## config.mk

```make
export PLATFORM = sky130hd
export DESIGN_NAME = spike_time_encoder_flat
export DESIGN_NICKNAME = d
export VERILOG_FILES = /design/src/rtl/spike_time_encoder_if.sv /design/src/rtl/spike_time_encoder.sv /design/src/flat_wrapper.sv
export SDC_FILE = /design/constraint.sdc
export NUM_CORES = 1
export LEC_CHECK = 0
export CAP_MARGIN = 20
export CELL_PAD_IN_SITES_DETAIL_PLACEMENT = 1
export CELL_PAD_IN_SITES_GLOBAL_PLACEMENT = 2
export CORE_MARGIN = 1
export CORE_UTILIZATION = 40
export CTS_CLUSTER_DIAMETER = 100
export DETAILED_ROUTE_END_ITERATION = 8
export PLACE_DENSITY = 0.85
export SETUP_SLACK_MARGIN = 0.2
export SLEW_MARGIN = 5
export SYNTH_ARGS = -nofsm -noshare
export SYNTH_HDL_FRONTEND = slang
export SYNTH_SLANG_ARGS = --single-unit
```

## constraint.sdc

```tcl
create_clock -name aclk -period 14.6 [get_ports aclk]
set_clock_uncertainty 0.15 [all_clocks]
set_input_delay 2.92 -clock aclk [delete_from_list [all_inputs] [get_ports aclk]]
set_output_delay 2.92 -clock aclk [all_outputs]
set_load 0.02 [all_outputs]
```

## src/rtl/spike_time_encoder_if.sv

```systemverilog
// Load channel carrying one spike-time vector into the temporal encoder.
// The producer drives the vector and valid; the encoder answers with ready.
interface spike_time_encoder_if #(
    parameter int unsigned NUM_INPUTS = 16,
    parameter int unsigned TIME_WIDTH = 4
);
    logic [NUM_INPUTS*TIME_WIDTH-1:0] spike_times;
    logic [NUM_INPUTS-1:0]            spike_en;
    logic                             load_valid;
    logic                             load_ready;

    modport master (
        output spike_times,
        output spike_en,
        output load_valid,
        input  load_ready
    );

    modport slave (
        input  spike_times,
        input  spike_en,
        input  load_valid,
        output load_ready
    );
endinterface

```

## src/rtl/spike_time_encoder.sv

```systemverilog
// Replays a loaded vector of per-lane spike times as one gamma cycle of pulses,
// with a one-deep shadow so consecutive volleys run back to back.
module spike_time_encoder #(
    parameter  int unsigned GAMMA_CYCLE_WIDTH = 16,
    parameter  int unsigned PULSE_WIDTH       = 8,
    parameter  int unsigned NUM_INPUTS        = 16,
    localparam int unsigned TIME_WIDTH        = $clog2(GAMMA_CYCLE_WIDTH)
) (
    input  logic                  aclk,
    input  logic                  rst,
    spike_time_encoder_if.slave   load_if,
    output logic [NUM_INPUTS-1:0] output_spikes,
    output logic                  gamma_start,
    output logic [TIME_WIDTH-1:0] gamma_cnt,
    output logic                  busy
);

    localparam int unsigned VEC_W = NUM_INPUTS * TIME_WIDTH;
    // Wide enough for t + PULSE_WIDTH without wrapping.
    localparam int unsigned CMP_W = TIME_WIDTH + $clog2(PULSE_WIDTH + 1) + 1;
    localparam logic [TIME_WIDTH-1:0] LAST_CNT = TIME_WIDTH'(GAMMA_CYCLE_WIDTH - 1);

    typedef enum logic {
        IDLE = 1'b0,
        RUN  = 1'b1
    } state_t;

    state_t                  state_q, state_d;
    logic [TIME_WIDTH-1:0]   cnt_q, cnt_d;
    logic [VEC_W-1:0]        act_t_q, act_t_d;
    logic [NUM_INPUTS-1:0]   act_en_q, act_en_d;
    logic [VEC_W-1:0]        shd_t_q, shd_t_d;
    logic [NUM_INPUTS-1:0]   shd_en_q, shd_en_d;
    logic                    shd_full_q, shd_full_d;
    logic                    xfer;
    logic [CMP_W-1:0]        cnt_w;

    assign load_if.load_ready = (state_q == IDLE) || !shd_full_q;
    assign xfer               = load_if.load_valid && load_if.load_ready;

    // State, counter and vector registers.
    always_ff @(posedge aclk or posedge rst) begin
        if (rst) begin
            state_q    <= IDLE;
            cnt_q      <= '0;
            act_t_q    <= '0;
            act_en_q   <= '0;
            shd_t_q    <= '0;
            shd_en_q   <= '0;
            shd_full_q <= 1'b0;
        end else begin
            state_q    <= state_d;
            cnt_q      <= cnt_d;
            act_t_q    <= act_t_d;
            act_en_q   <= act_en_d;
            shd_t_q    <= shd_t_d;
            shd_en_q   <= shd_en_d;
            shd_full_q <= shd_full_d;
        end
    end

    // Next-state: load in IDLE, shadow fill during RUN, promotion at gamma end.
    always_comb begin
        state_d    = state_q;
        cnt_d      = cnt_q;
        act_t_d    = act_t_q;
        act_en_d   = act_en_q;
        shd_t_d    = shd_t_q;
        shd_en_d   = shd_en_q;
        shd_full_d = shd_full_q;

        case (state_q)
            IDLE: begin
                if (xfer) begin
                    act_t_d  = load_if.spike_times;
                    act_en_d = load_if.spike_en;
                    cnt_d    = '0;
                    state_d  = RUN;
                end
            end
            RUN: begin
                if (cnt_q == LAST_CNT) begin
                    cnt_d = '0;
                    if (shd_full_q) begin
                        act_t_d    = shd_t_q;
                        act_en_d   = shd_en_q;
                        shd_full_d = 1'b0;
                    end else if (xfer) begin
                        // Shadow empty: the arriving vector goes straight to active.
                        act_t_d  = load_if.spike_times;
                        act_en_d = load_if.spike_en;
                    end else begin
                        state_d = IDLE;
                    end
                end else begin
                    cnt_d = cnt_q + TIME_WIDTH'(1);
                    if (xfer) begin
                        shd_t_d    = load_if.spike_times;
                        shd_en_d   = load_if.spike_en;
                        shd_full_d = 1'b1;
                    end
                end
            end
            default: begin
                state_d = IDLE;
                cnt_d   = '0;
            end
        endcase
    end

    assign cnt_w       = CMP_W'(cnt_q);
    assign gamma_cnt   = cnt_q;
    assign busy        = (state_q == RUN);
    assign gamma_start = (state_q == RUN) && (cnt_q == '0);

    // Pulse window decode; lanes with t beyond the gamma end never match.
    always_comb begin
        output_spikes = '0;
        for (int unsigned i = 0; i < NUM_INPUTS; i++) begin
            output_spikes[i] = (state_q == RUN) && act_en_q[i]
                && (cnt_w >= CMP_W'(act_t_q[i*TIME_WIDTH +: TIME_WIDTH]))
                && (cnt_w <  CMP_W'(act_t_q[i*TIME_WIDTH +: TIME_WIDTH]) + CMP_W'(PULSE_WIDTH));
        end
    end

    // A stalled producer must hold its vector until it is taken.
    ast_hold_while_stalled: assert property (
        @(posedge aclk) disable iff (rst)
        (load_if.load_valid && !load_if.load_ready)
            |=> ($stable(load_if.spike_times) && $stable(load_if.spike_en))
    );

endmodule

```

## src/flat_wrapper.sv

```systemverilog
// flat-port wrapper written by rule: the top's interface ports become plain ports
module spike_time_encoder_flat 
#(
    parameter  int unsigned GAMMA_CYCLE_WIDTH = 16,
    parameter  int unsigned PULSE_WIDTH       = 8,
    parameter  int unsigned NUM_INPUTS        = 16,
    localparam int unsigned TIME_WIDTH        = $clog2(GAMMA_CYCLE_WIDTH)
)
  (aclk, rst, output_spikes, gamma_start, gamma_cnt, busy, load_if_spike_times, load_if_spike_en, load_if_load_valid, load_if_load_ready);
  spike_time_encoder_if #(.NUM_INPUTS(NUM_INPUTS), .TIME_WIDTH((4))) load_if_i ();
  input  logic aclk;
  input  logic rst;
  output logic [NUM_INPUTS-1:0] output_spikes;
  output logic gamma_start;
  output logic [TIME_WIDTH-1:0] gamma_cnt;
  output logic busy;
  input wire logic [$bits(load_if_i.spike_times)-1:0] load_if_spike_times;
  input wire logic [$bits(load_if_i.spike_en)-1:0] load_if_spike_en;
  input wire logic [$bits(load_if_i.load_valid)-1:0] load_if_load_valid;
  output wire logic [$bits(load_if_i.load_ready)-1:0] load_if_load_ready;
  assign load_if_i.spike_times = load_if_spike_times;
  assign load_if_i.spike_en = load_if_spike_en;
  assign load_if_i.load_valid = load_if_load_valid;
  assign load_if_load_ready = load_if_i.load_ready;
  spike_time_encoder #(.GAMMA_CYCLE_WIDTH(GAMMA_CYCLE_WIDTH), .PULSE_WIDTH(PULSE_WIDTH), .NUM_INPUTS(NUM_INPUTS)) u_core (.aclk(aclk), .rst(rst), .load_if(load_if_i), .output_spikes(output_spikes), .gamma_start(gamma_start), .gamma_cnt(gamma_cnt), .busy(busy));
endmodule
```

==> impl_metrics.tcl, run 1 <==
set metrics [dict create \
    status "finished with violations" \
    violations "DRC" \
    crit_path_start "u_core.gamma_cnt[0]" \
    synth_nets 983 \
    fin_crit_ps 6320 \
    end_kind "output pin" \
    chipWidth_um 152 \
    syn_area_per_cell_um2 11.2 \
    ys_seq_area_share_pct 46.1 \
    cts_num_sinks 166 \
    clock_latency_ps 430 \
    ios 106 \
    nNetsFinal 1072 \
    min_path_cells 1 \
    cts_tree "yes" \
    netlist_area_um2 9010 \
    postPlaceCellArea_um2 10300 \
    num_rows 54 \
    dr.pass1.iters 7 \
    synth.distinct_cells 30 \
    synth_area_leaders "dfrtp_1 46%, ha_1 14%, mux2_2 9.0%, a2bb2oi_1 7.7%, o22ai_1 5.6%" \
    clk_pin_slew_ps 60 \
    vias 6717 \
    drc 17 \
    power_density_nw_per_um2 228 \
    path_max_fanout 17 \
    grt_pass1_vias 7253 \
    grt_max_degree 94 \
    ys_top_cells_by_count "166 x dfrtp_1, 98 x ha_1, 80 x o22ai_1" \
    fmax_ghz 0.158 \
    synth_cells 802 \
    cts_hold_buffers 0 \
    ir_drop_mv 0.116 \
    vias_per_cell 5.67 \
    relSlewSlack_pct 28.4 \
    hold_viol 0 \
    post_cts_buffers 0 \
    grt_pass1_wl_um 37900 \
    overflow 0 \
    reg2reg_to "u_core.act_t_q[19]" \
    tightest_slew_ps 1070 \
    drt_wl_total_um 23100 \
    setup_viol 0 \
    finalCritPeriodShare_pct 43.3 \
    hold_class "reg2reg" \
    ys_ff_latch 166 \
    r2r_slack_ps 11230 \
    finalMaxSlewViolations 0 \
    antenna_left 0 \
    cts_root_buf "clkbuf_16" \
    whs_ps 341 \
    setup_slack_ps 8280 \
    gp_congestion 0.784 \
    synth_edf_count 0 \
    die_area_um2 23100 \
    antenna_cells 0 \
    cp_data_required_time_ps 11530 \
    rsz0062_at_grt "no" \
    numCtsBuffers 17 \
    ys.flop_type "dfrtp_1" \
    start_util_pct 41.0 \
    die_h_um 152 \
    reg2regPathDepth 6 \
    endpoint "output_spikes[7]" \
    dp_hpwl_um 14200 \
    power_mw 2.50 \
    cts_max_level 4 \
    io_buffers 105 \
    yosysMostFrequentCell "dfrtp_1" \
    yosysTopAreaCell "dfrtp_1" \
    reg2reg_from "u_core.gamma_cnt[1]" \
    start_kind "flop" \
    yosysWarningCount 0 \
    syn_to_final_growth_pct 22.1 \
    crit_type "reg2out" \
    grt_usage_pct 20.5 \
    cts_resized 0 \
    leakagePower_nw 4.89 \
    crit_arrival_ps 3250 \
    cap_violations 0 \
    core_area_um2 22000 \
    routedWlPerCell_um 19.5 \
    pre_cts_slack_ps 8690 \
    antenna_found_initial 1 \
    setup_tns_ps 0 \
    stdcell_area_um2 11000 \
    clk_path_buf_depth 2 \
    layout-drive-gt1-share_pct 13.3 \
    async_flop_share_pct 100 \
    synth_top_area_share_pct 46.1 \
    first_iter_violations 304 \
]
-- final cells by class --
class | count | area (um^2)
fill | 2313 | 11000
multi-input combinational | 525 | 4460
sequential | 166 | 4160
timing repair buffer | 114 | 1170
clock buffer | 18 | 429
tap | 280 | 350
inverter | 67 | 256
clock inverter | 14 | 176
-- state kept, by name (all words and copies together), names as in the netlist --
register           flops
u_core.busy            1
u_core.shd_en_q       16
u_core.shd_full_q      1
u_core.gamma_cnt       4
u_core.shd_t_q        64
u_core.act_t_q        64
u_core.act_en_q       16
-- worst min-delay path by stage --
stage,start,endpoint
final,u_core.shd_t_q[61],u_core.shd_t_q[61]
after detailed placement,u_core.shd_en_q[1],u_core.shd_en_q[1]
after floorplan,u_core.shd_en_q[0],u_core.shd_en_q[0]
after global placement,u_core.shd_en_q[1],u_core.shd_en_q[1]
after global routing,u_core.shd_en_q[2],u_core.shd_en_q[2]
after CTS,u_core.shd_t_q[61],u_core.shd_t_q[61]
-- where the power goes --
part           internal, mW  total [mW]  switching (mW)
combinational         0.602        1.20           0.594
sequential            0.687       0.842           0.155
clock                 0.271       0.467           0.196
-- logic make-up after synthesis --
| logic type | Yosys count | share of synthesized area [%] |
|---|---|---|
| fa+ha+maj | 98 | 13.6 |
| mux | 81 | 10.1 |
| buf+inv | 111 | 4.80 |
| compound gates | 250 | 20.0 |
| simple gates | 96 | 5.36 |
| flops | 166 | 46.1 |
-- cell usage in the layout (no fill, tap or decap), types with 19 or more instances in the layout --
cell type and n:
dfrtp_1 164, nand2b_1 32, a2bb2oi_1 79, nand2_1 22
clkdlybuf4s50_1 105, ha_1 98, mux2_2 72, o21ai_0 35
o22ai_1 80, a21oi_1 19, inv_1 66
-- critical path: stages, from the launching register on --
cell and delay [ps]:
dfrtp_1 440, inv_1 700, ha_1 360, nand2b_1 130, a2111oi_0 480, nor3_1 150
clkdlybuf4s50_1 560
-- stage by stage --
step | utilization [%] | instances
CTS | 49.8 | 1181
global route | 50.1 | 1184
finish | 50.1 | 1184
detailed placement | 47.0 | 1149
global placement | 47.0 | 1149
floorplan | - | 802
-- metal layers --
layer  wire length [um]  vias to the layer above  part of all wire [%]  GRT usage [%]
met5                 17                        -                 0.074              0
met4                263                        2                   1.1           5.20
met3                541                       26                   2.3           3.08
met2              11700                       83                    51           36.5
met1              10600                     3435                    46           26.0
li1                   -                     3171                     -              -
Note: power is estimated with default switching activity, not from simulation.
==> run 2, diff against run 1 <==
--- a/config.mk
+++ b/config.mk
@@ -9,10 +9,10 @@
 export CELL_PAD_IN_SITES_DETAIL_PLACEMENT = 1
 export CELL_PAD_IN_SITES_GLOBAL_PLACEMENT = 2
 export CORE_MARGIN = 1
-export CORE_UTILIZATION = 40
+export CORE_UTILIZATION = 34
 export CTS_CLUSTER_DIAMETER = 100
 export DETAILED_ROUTE_END_ITERATION = 8
-export PLACE_DENSITY = 0.85
+export PLACE_DENSITY = 0.77
 export SETUP_SLACK_MARGIN = 0.2
 export SLEW_MARGIN = 5
 export SYNTH_ARGS = -nofsm -noshare
==> constraint.sdc (replaced) <==
create_clock -name aclk -period 5.5 [get_ports aclk]
set_clock_uncertainty 0.15 [all_clocks]
set_input_delay 1.1 -clock aclk [delete_from_list [all_inputs] [get_ports aclk]]
set_output_delay 1.1 -clock aclk [all_outputs]
set_load 0.02 [all_outputs]
==> run 2 against run 1 <==
  * The run now ends clean
  * Cell area grew 0.31%
  * Count of clock-buffer cells in the layout is the same
  * Utilization shrank 7.8 points
  * Final cell count grew 4.6%
  * Via count shrank 0.86%
  * Combinational power grew to 2.6 times the previous value
  * Register-to-register slack lost 9000 ps
  * Clock power grew to 2.5 times the previous value
  * Non-clock buffer count is the same
  * Total power grew to 2.6 times the previous value
  * Critical path depth is the same
  * Global-route usage shrank 1.9 points
==> impl_metrics.tcl, run 2 (synthesis gave the netlist of run 1 again) <==
set metrics [dict create \
    p_clk_share_pct 17.9 \
    min_path_cells 1 \
    vias_per_cell 5.37 \
    hold_class "reg2reg" \
    cts_num_sinks 166 \
    drc 0 \
    final_util_pct 42.3 \
    combPwrFrac_pct 47.7 \
    clk_path_buf_depth 2 \
    status "complete, no violations" \
    vias 6659 \
    grt_max_degree 167 \
    relSlewSlack_pct 30.1 \
    grt_pass1_vias 7238 \
    cellInternalPower_mw 4.03 \
    antenna_cells 0 \
    syn_to_final_growth_pct 22.4 \
    rsz0062_at_grt "no" \
    core_area_um2 26100 \
    overflow 0 \
    cts_tree "yes" \
    crit_arrival_ps 3270 \
    crit_type "reg2out" \
    die_h_um 165 \
    setup_tns_ps 0 \
    reg2reg_to "u_core.shd_t_q[39]" \
    antenna_found_initial 1 \
    cts_resized 0 \
    stdcell_area_um2 11000 \
    reg2reg_from "u_core.gamma_cnt[1]" \
    cp_data_required_time_ps 4250 \
    numCtsBuffers 17 \
    hold_path_end "u_core.shd_t_q[61]" \
    fin_crit_ps 4520 \
    grt_pass1_wl_um 38700 \
    io_buffers 105 \
    cts_hold_buffers 0 \
    routedWlPerCell_um 18.9 \
    grt_usage_pct 18.6 \
    p_seq_share_pct 34.4 \
    die_area_um2 27200 \
    cap_violations 0 \
    num_rows 59 \
    final_common_cell "dfrtp_1" \
    tightest_slew_ps 1050 \
    r2r_slack_ps 2190 \
    ir_drop_mv 0.221 \
    cts_max_level 4 \
    first_iter_violations 255 \
    start_kind "flop" \
    post_cts_buffers 0 \
    min_from "u_core.shd_t_q[61]" \
    cts_root_buf "clkbuf_16" \
    hold_viol 0 \
    crit_path_start "u_core.gamma_cnt[0]" \
    drt_wl_total_um 23400 \
    finalCritPeriodShare_pct 82.1 \
    chipWidth_um 165 \
    clk_pin_slew_ps 70 \
    swShare_pct 38.3 \
    nNetsFinal 1072 \
    leakagePower_nw 4.88 \
    start_util_pct 34.6 \
    layout-drive-gt1-share_pct 13.3 \
    reg_top3 "u_core.act_t_q: 64 flops, u_core.shd_t_q: 64 flops" \
    switchingPower_mw 2.51 \
    dp_hpwl_um 14400 \
    end_kind "output pin" \
    clock_latency_ps 430 \
    setup_viol 0 \
    fmax_ghz 0.221 \
    path_max_fanout 17 \
    gp_congestion 0.741 \
    mostFrequentLayoutCells "164 x dfrtp_1, 105 x clkdlybuf4s50_1, 98 x ha_1" \
    antenna_left 0 \
    power_mw 6.54 \
    ios 106 \
    dr.pass1.iters 4 \
    postPlaceCellArea_um2 10500 \
    power_density_nw_per_um2 593 \
    finalMaxSlewViolations 0 \
    reg2regPathDepth 5 \
]
## run 2: changes by cell type in the layout (fill, tap and decap cells not counted), sizes merged
| cell | delta |
|---|---|
| clkinv | +3 |
| clkinvlp | -1 |
| bufinv | -2 |
## run 2: how the worst max path moves through the flow
stage,end,slack (ps),depth (start not counted)
2_1_floorplan,output_spikes[0],1750,4
3_3_place_gp,output_spikes[9],1460,6
3_5_place_dp,output_spikes[11],1370,6
4_1_cts,output_spikes[1],860,6
5_1_grt,output_spikes[10],700,6
6_report,output_spikes[14],980,6
## run 2: cell type report
cell class	instances	area [um^2]
inverter	67	255
sequential	166	4160
clock buffer	18	429
tap	335	419
clock inverter	14	125
fill	2821	15000
timing repair buffer	114	1190
multi-input combinational	525	4460
## run 2: layer usage
layer	GRT usage [%]	vias to the layer above	wire [um]	share of wire, %
met3	2.71	26	560	2.4
met5	0	-	10	0.043
met4	6.42	2	414	1.8
met1	24.0	3381	11400	48
li1	-	3164	-	-
met2	31.6	86	11100	47
## run 2: through the flow
stage | instances | worst slack [ps] | hold WS [ps]
after global routing | 1239 | 698 | 354
after floorplan | 802 | 1750 | 308
after global placement | 1205 | 1460 | 318
after CTS | 1238 | 865 | 343
final | 1239 | 985 | 341
after detailed placement | 1206 | 1370 | 326
## run 2: worst max-delay path: stages, from the launching register on
cell and delay [ps]:
dfrtp_1 440, inv_1 730, ha_1 360, nand2b_1 140, a2111oi_0 450, nor3_1 140, clkdlybuf4s50_1 560
## run 2: power groups by stage
stage / clock [mW] / sequential [mW] / combinational (mW)
2_1_floorplan: 0 / 2.17 / 2.19
3_3_place_gp: 0 / 2.28 / 2.99
3_5_place_dp: 0 / 2.30 / 3.10
4_1_cts: 1.21 / 2.29 / 3.13
5_1_grt: 1.26 / 2.34 / 3.53
6_report: 1.17 / 2.25 / 3.12
